[src/rtl/collector_pkg.sv]
// Shared types and defaults for the child result collector and its round-robin arbiter.
package collector_pkg;

    localparam int unsigned DEF_N_CHILD    = 15;
    localparam int unsigned DEF_DATA_W     = 32;
    localparam int unsigned DEF_FIFO_DEPTH = 4;
    localparam int unsigned DEF_CNT_W      = 16;

    function automatic int unsigned idx_width(input int unsigned n);
        return (n <= 1) ? 1 : $clog2(n);
    endfunction

    localparam int unsigned DEF_IDX_W = idx_width(DEF_N_CHILD);

    // Default-sized word; the collector declares its own copy sized by its parameters.
    typedef struct packed {
        logic [DEF_DATA_W-1:0] data;
        logic [DEF_IDX_W-1:0]  idx;
    } collector_word_t;

endpackage

[src/rtl/rr_arbiter.sv]
// Round-robin arbiter: one-hot grant searching from a rotating pointer that moves past each winner.
module rr_arbiter #(
    parameter  int unsigned N = 4,
    localparam int unsigned W = $clog2(N)
) (
    input  logic         clk,
    input  logic         rst,
    input  logic [N-1:0] req,
    input  logic         grant_en,
    output logic [N-1:0] grant,
    output logic [W-1:0] grant_idx
);

    logic [W-1:0] ptr_q, ptr_d;
    logic         found;

    always_comb begin
        int unsigned c;
        c         = 0;
        found     = 1'b0;
        grant_idx = '0;
        for (int unsigned k = 0; k < N; k++) begin
            c = 32'(ptr_q) + k;
            if (c >= N) c = c - N;
            if (!found && req[W'(c)]) begin
                found     = 1'b1;
                grant_idx = W'(c);
            end
        end
    end

    always_comb begin
        grant = '0;
        ptr_d = ptr_q;
        if (grant_en && found) begin
            grant[grant_idx] = 1'b1;
            ptr_d = (grant_idx == W'(N - 1)) ? '0 : grant_idx + 1'b1;
        end
    end

    always_ff @(posedge clk) begin
        if (rst) ptr_q <= '0;
        else     ptr_q <= ptr_d;
    end

endmodule

[src/rtl/child_result_collector.sv]
// Collects result words from child instances via round-robin arbitration into a small
// output FIFO, tagging each word with the index of the child that produced it.
module child_result_collector
    import collector_pkg::*;
#(
    parameter  int unsigned N_CHILD    = DEF_N_CHILD,
    parameter  int unsigned DATA_W     = DEF_DATA_W,
    parameter  int unsigned FIFO_DEPTH = DEF_FIFO_DEPTH,
    parameter  int unsigned CNT_W      = DEF_CNT_W,
    localparam int unsigned IDX_W      = idx_width(N_CHILD)
) (
    input  logic                        clk,
    input  logic                        rst,
    input  logic [N_CHILD-1:0]          child_valid,
    input  logic [N_CHILD*DATA_W-1:0]   child_data,
    output logic [N_CHILD-1:0]          child_ready,
    output logic                        out_valid,
    output logic [DATA_W-1:0]           out_data,
    output logic [IDX_W-1:0]            out_idx,
    input  logic                        out_ready,
    output logic [$clog2(FIFO_DEPTH):0] fifo_count,
    output logic [CNT_W-1:0]            xfer_count
);

    localparam int unsigned ADDR_W = $clog2(FIFO_DEPTH);
    localparam int unsigned CNT_FW = ADDR_W + 1;

    typedef struct packed {
        logic [DATA_W-1:0] data;
        logic [IDX_W-1:0]  idx;
    } word_t;

    logic [N_CHILD-1:0] grant;
    logic [IDX_W-1:0]   grant_idx;
    logic               grant_en;
    logic               push, pop;
    word_t              in_word;

    word_t              mem_q [FIFO_DEPTH];
    word_t              mem_d [FIFO_DEPTH];
    logic [ADDR_W-1:0]  wr_ptr_q, wr_ptr_d;
    logic [ADDR_W-1:0]  rd_ptr_q, rd_ptr_d;
    logic [CNT_FW-1:0]  count_q, count_d;
    logic [CNT_W-1:0]   xfer_q, xfer_d;

    // Acceptance depends only on registered occupancy, never on out_ready.
    assign grant_en = (count_q < CNT_FW'(FIFO_DEPTH));

    rr_arbiter #(.N(N_CHILD)) u_arb (
        .clk       (clk),
        .rst       (rst),
        .req       (child_valid),
        .grant_en  (grant_en),
        .grant     (grant),
        .grant_idx (grant_idx)
    );

    always_comb begin
        int unsigned base;
        base         = 32'(grant_idx) * DATA_W;
        in_word.data = child_data[base +: DATA_W];
        in_word.idx  = grant_idx;
        push         = |grant;
        pop          = (count_q != '0) && out_ready;
    end

    always_comb begin
        mem_d    = mem_q;
        wr_ptr_d = wr_ptr_q;
        rd_ptr_d = rd_ptr_q;
        count_d  = count_q;
        if (push) begin
            mem_d[wr_ptr_q] = in_word;
            wr_ptr_d        = wr_ptr_q + 1'b1;
        end
        if (pop) rd_ptr_d = rd_ptr_q + 1'b1;
        case ({push, pop})
            2'b10:   count_d = count_q + 1'b1;
            2'b01:   count_d = count_q - 1'b1;
            default: count_d = count_q;
        endcase
        xfer_d = (push && (xfer_q != '1)) ? xfer_q + 1'b1 : xfer_q;
    end

    always_ff @(posedge clk) begin
        if (rst) begin
            mem_q    <= '{default: '0};
            wr_ptr_q <= '0;
            rd_ptr_q <= '0;
            count_q  <= '0;
            xfer_q   <= '0;
        end else begin
            mem_q    <= mem_d;
            wr_ptr_q <= wr_ptr_d;
            rd_ptr_q <= rd_ptr_d;
            count_q  <= count_d;
            xfer_q   <= xfer_d;
        end
    end

    assign child_ready = grant;
    assign out_valid   = (count_q != '0);
    assign out_data    = mem_q[rd_ptr_q].data;
    assign out_idx     = mem_q[rd_ptr_q].idx;
    assign fifo_count  = count_q;
    assign xfer_count  = xfer_q;

endmodule

[config.mk]
export PLATFORM = sky130hd
export DESIGN_NAME = child_result_collector
export DESIGN_NICKNAME = d
export VERILOG_FILES = /design/src/rtl/collector_pkg.sv /design/src/rtl/rr_arbiter.sv /design/src/rtl/child_result_collector.sv
export SDC_FILE = /design/constraint.sdc
export NUM_CORES = 1
export LEC_CHECK = 0
export ABC_AREA = 1
export CORE_AREA = 2 2 219 221
export DETAILED_ROUTE_END_ITERATION = 8
export DIE_AREA = 0 0 221 223
export MAX_ROUTING_LAYER = met4
export PLACE_DENSITY = 0.76
export SLEW_MARGIN = 20
export SYNTH_ARGS = -nofsm -noshare
export SYNTH_HDL_FRONTEND = slang
export SYNTH_HIERARCHICAL = 1
export SYNTH_SLANG_ARGS = --single-unit
[constraint.sdc]
create_clock -name clk -period 6.2 [get_ports clk]
set_clock_uncertainty 0.05 [all_clocks]
set_input_delay 1.24 -clock clk [delete_from_list [all_inputs] [get_ports clk]]
set_output_delay 1.24 -clock clk [all_outputs]
set_load 0.03 [all_outputs]
==> load_flow_metrics.sql <==
INSERT INTO impl_metrics (metric_group, metric, value, unit) VALUES
('global_route', 'grt_start_max_net_pins', '125', ''),
('synth', 'async_flop_share', '0', '%'),
('synth', 'ys_seq_area_share', '17.96', '%'),
('finish', 'multiInputGateArea', '0.01202', 'sq mm'),
('finish', 'share_of_post_route_cells_with_drive_strength_above_1', '9.031', '%'),
('finish', 'final-seq-area', '0.003430', 'sq mm'),
('sta', 'max_slew.worst_pin.slew', '1.018', 'ns'),
('global_route', 'via_count_of_the_first_global_routing_pass', '22930', ''),
('sta', 'timing_max_transition_violations_final', '0', ''),
('sta', 'layout_min_cycle_time', '5.957', 'ns'),
('synth', 'synthTopCellsByArea', 'sky130_fd_sc_hd__nand2_1, sky130_fd_sc_hd__dfxtp_1, sky130_fd_sc_hd__nand3_1', ''),
('placement', 'total_half_perimeter_wirelength_after_legalization_and_detailed_placement', '74.57', 'mm'),
('floorplan', 'vertical_die_dimension', '223', 'um'),
('clocking', 'ctsLongestPathBuffers', '2', ''),
('synth', 'synth_top_area_share', '19.52', '%'),
('sta', 'setup_violations', '0', ''),
('setup_path', 'worst_path_max_delay_cell', 'sky130_fd_sc_hd__o21ai_0', ''),
('routing', 'vias_per_cell', '5.278', ''),
('setup_path', 'worstPathBufferInverterCount', '8', ''),
('global_route', 'all_layer_gr_usage', '37.84', '%'),
('setup_path', 'critical_path.max_fanout', '9', ''),
('routing', 'dr_total_vias', '25800', ''),
('finish', 'design.final.nets', '4770', ''),
('finish', 'post-route-cell-area', '0.02731', 'sq mm'),
('synth', 'synth_cell_type_count', '50', ''),
('clocking', 'cts_tree', 'yes', ''),
('routing', 'first_iter_violations', '3341', ''),
('routing', 'drc', '0', ''),
('floorplan', 'floorplan.die_area', '0.04928', 'sq mm'),
('placement', 'finalWeightedCongestion', '1.016', ''),
('synth', 'synth-edff-count', '0', ''),
('synth', 'ys_ff_latch', '171', ''),
('routing', 'post_detailed_route_count_of_antenna_violating_nets', '0', ''),
('synth', 'postSynth.topFlopCell', 'sky130_fd_sc_hd__dfxtp_1', ''),
('finish', 'most_common_cell_after_layout_fill_and_taps_aside', 'sky130_fd_sc_hd__nand2_1', ''),
('placement', 'dpl-instance-area', '0.02635', 'sq mm'),
('sta', 'layout_worst_path_cycle_share', '96.08', '%'),
('sta', 'finalHoldViolations', '0', ''),
('synth', 'yosys_warnings', '6', ''),
('run_status', 'status', 'finished clean', ''),
('setup_path', 'critical_path_required', '4.91', 'ns'),
('sta', 'setup-tns-final', '0', 'ns'),
('global_route', 'grt_first_pass_wirelength', '139.4', 'mm'),
('floorplan', 'io_pins', '569', ''),
('setup_path', 'reg2reg_from', 'u_arb/ptr_q[1]$_SDFFE_PP0P_', ''),
('finish', 'layout.filler_cells', '4842', ''),
('synth', 'post_synth_and_or_nand_nor_area_fraction', '44.52', '%'),
('synth', 'synth_area_in_compound_gates', '14.86', '%'),
('routing', 'route.final.wire_length', '94.75', 'mm'),
('clocking', 'htree_levels', '4', ''),
('synth', 'mappedNetlistNets', '4174', ''),
('clocking', 'cts.sink_count', '171', ''),
('floorplan', 'die_width', '221', 'um'),
('synth', 'yosys-mux-area-fraction', '0.05908', '%'),
('synth', 'post_synth_xor_area_fraction', '0.6368', '%'),
('synth', 'netlist_instances', '3654', ''),
('sta', 'fmax', '167.9', 'MHz'),
('synth', 'synth.cell_area', '0.01906', 'sq mm'),
('global_route', 'grt_overflow_total', '0', ''),
('synth', 'synth_top_area_cell', 'sky130_fd_sc_hd__nand2_1', ''),
('sta', 'max_slew_headroom', '32.14', '%'),
('job', 'max-cap-violations', '0', ''),
('synth', 'synthAdderAreaFrac', '1.484', '%'),
('finish', 'area.growth.synth_to_final', '43.29', '%'),
('synth', 'synth_top_family_by_area', 'simple AND/OR/NAND/NOR gates', ''),
('clocking', 'clock_insertion_delay_worst_skew', '0.44', 'ns'),
('finish', 'mostFrequentLayoutCells', 'sky130_fd_sc_hd__nand2_1, sky130_fd_sc_hd__inv_1, sky130_fd_sc_hd__nand3_1', ''),
('placement', 'numPortBuffers', '568', ''),
('hold_path', 'hp-class', 'reg2reg', ''),
('synth', 'postSynthAreaPerCell', '5.216', 'sq um'),
('setup_path', 'cp_top_family', 'simple AND/OR/NAND/NOR gates', '');
through the flow:
| step | utilization (%) | hold WS [ns] | setup WS [ns] |
|---|---|---|---|
| final | 57.93 | 0.4301 | 0.2430 |
| after global routing | 57.93 | 0.4569 | -0.05806 |
| after CTS | 57.17 | 0.4330 | 0.007943 |
| after detailed placement | 55.90 | 0.4180 | 0.08586 |
| after global placement | 55.90 | 0.4053 | 0.06798 |
| after floorplan | - | 0.3995 | 0.1345 |
synth_stat cells (7+ instances only):
cell type	n
sky130_fd_sc_hd__nor2_1	173
sky130_fd_sc_hd__o211ai_1	28
sky130_fd_sc_hd__clkbuf_1	53
sky130_fd_sc_hd__o221ai_1	9
sky130_fd_sc_hd__nand3_1	674
sky130_fd_sc_hd__a21oi_1	281
sky130_fd_sc_hd__buf_1	11
sky130_fd_sc_hd__xor2_1	7
sky130_fd_sc_hd__buf_2	116
sky130_fd_sc_hd__nand3_2	8
sky130_fd_sc_hd__ha_1	21
sky130_fd_sc_hd__o21ai_0	159
sky130_fd_sc_hd__nand4_1	22
sky130_fd_sc_hd__dfxtp_1	171
sky130_fd_sc_hd__clkinv_1	10
sky130_fd_sc_hd__nor3_1	7
sky130_fd_sc_hd__inv_1	761
sky130_fd_sc_hd__inv_2	26
sky130_fd_sc_hd__o21ai_1	24
sky130_fd_sc_hd__nand2_2	28
sky130_fd_sc_hd__nand2_1	991
sky130_fd_sc_hd__o22ai_1	8
logic make-up (layout without fill, tap and decap cells):
family / count (synthesis) / after routing
simple gates: 1931 / 1931
xor+xnor: 13 / 13
buf+inv: 988 / 1597
compound gates: 528 / 528
other cells: 0 / 10
fa+ha+maj: 22 / 22
flops: 171 / 171
mux: 1 / 1
tightest hold or removal path: cells and delay by family, from the launching register on:
family | cells | cell delay (ns)
simple gates | 2 | 0.12
flops | 1 | 0.32
registers in the layout, summed over array words and instances (netlist names):
register,cells
mem_q,144
xfer_count,16
u_arb/ptr_q,4
fifo_count,3
rd_ptr_q,2
wr_ptr_q,2
path summary, 6_finish.rpt:
check	slack (ns)	cells after the start	endpoint
hold / removal	0.43	2	mem_q[73]$_SDFFE_PP0P_
hold reg to reg	0.43	2	mem_q[73]$_SDFFE_PP0P_
setup reg to reg	0.45	28	mem_q[99]$_SDFFE_PP0P_
setup / recovery	0.24	27	child_ready[12]
routing by layer:
layer  track usage (%)  vias up  wire length, um
met5                 -        -                0
li1                  -    12600                -
met1             50.14    11500            39080
met3             8.561      173            10640
met4             13.40        0             3366
met2             56.29     1531            41660
what timing repair did:
action / in CTS / in global routing
pin swaps: 0 / 15
hold buffers: 0 / 0
setup endpoints to repair: 2 / 83
hold endpoints to repair: 0 / 0
buffers inserted: 0 / 8
resized for setup: 8 / 79
final cells by class:
type	count	area share [%]
diodes	10	0.09163
flip-flops and latches	171	12.56
multi-input cells	2495	43.99
clock buffers	26	1.791
inverters	798	11.01
well taps	615	2.817
repair buffers	767	27.42
clock inverters	6	0.3161
Power is not shown: default switching activity piles up to over one toggle a cycle in this logic, so the estimate is an artifact.
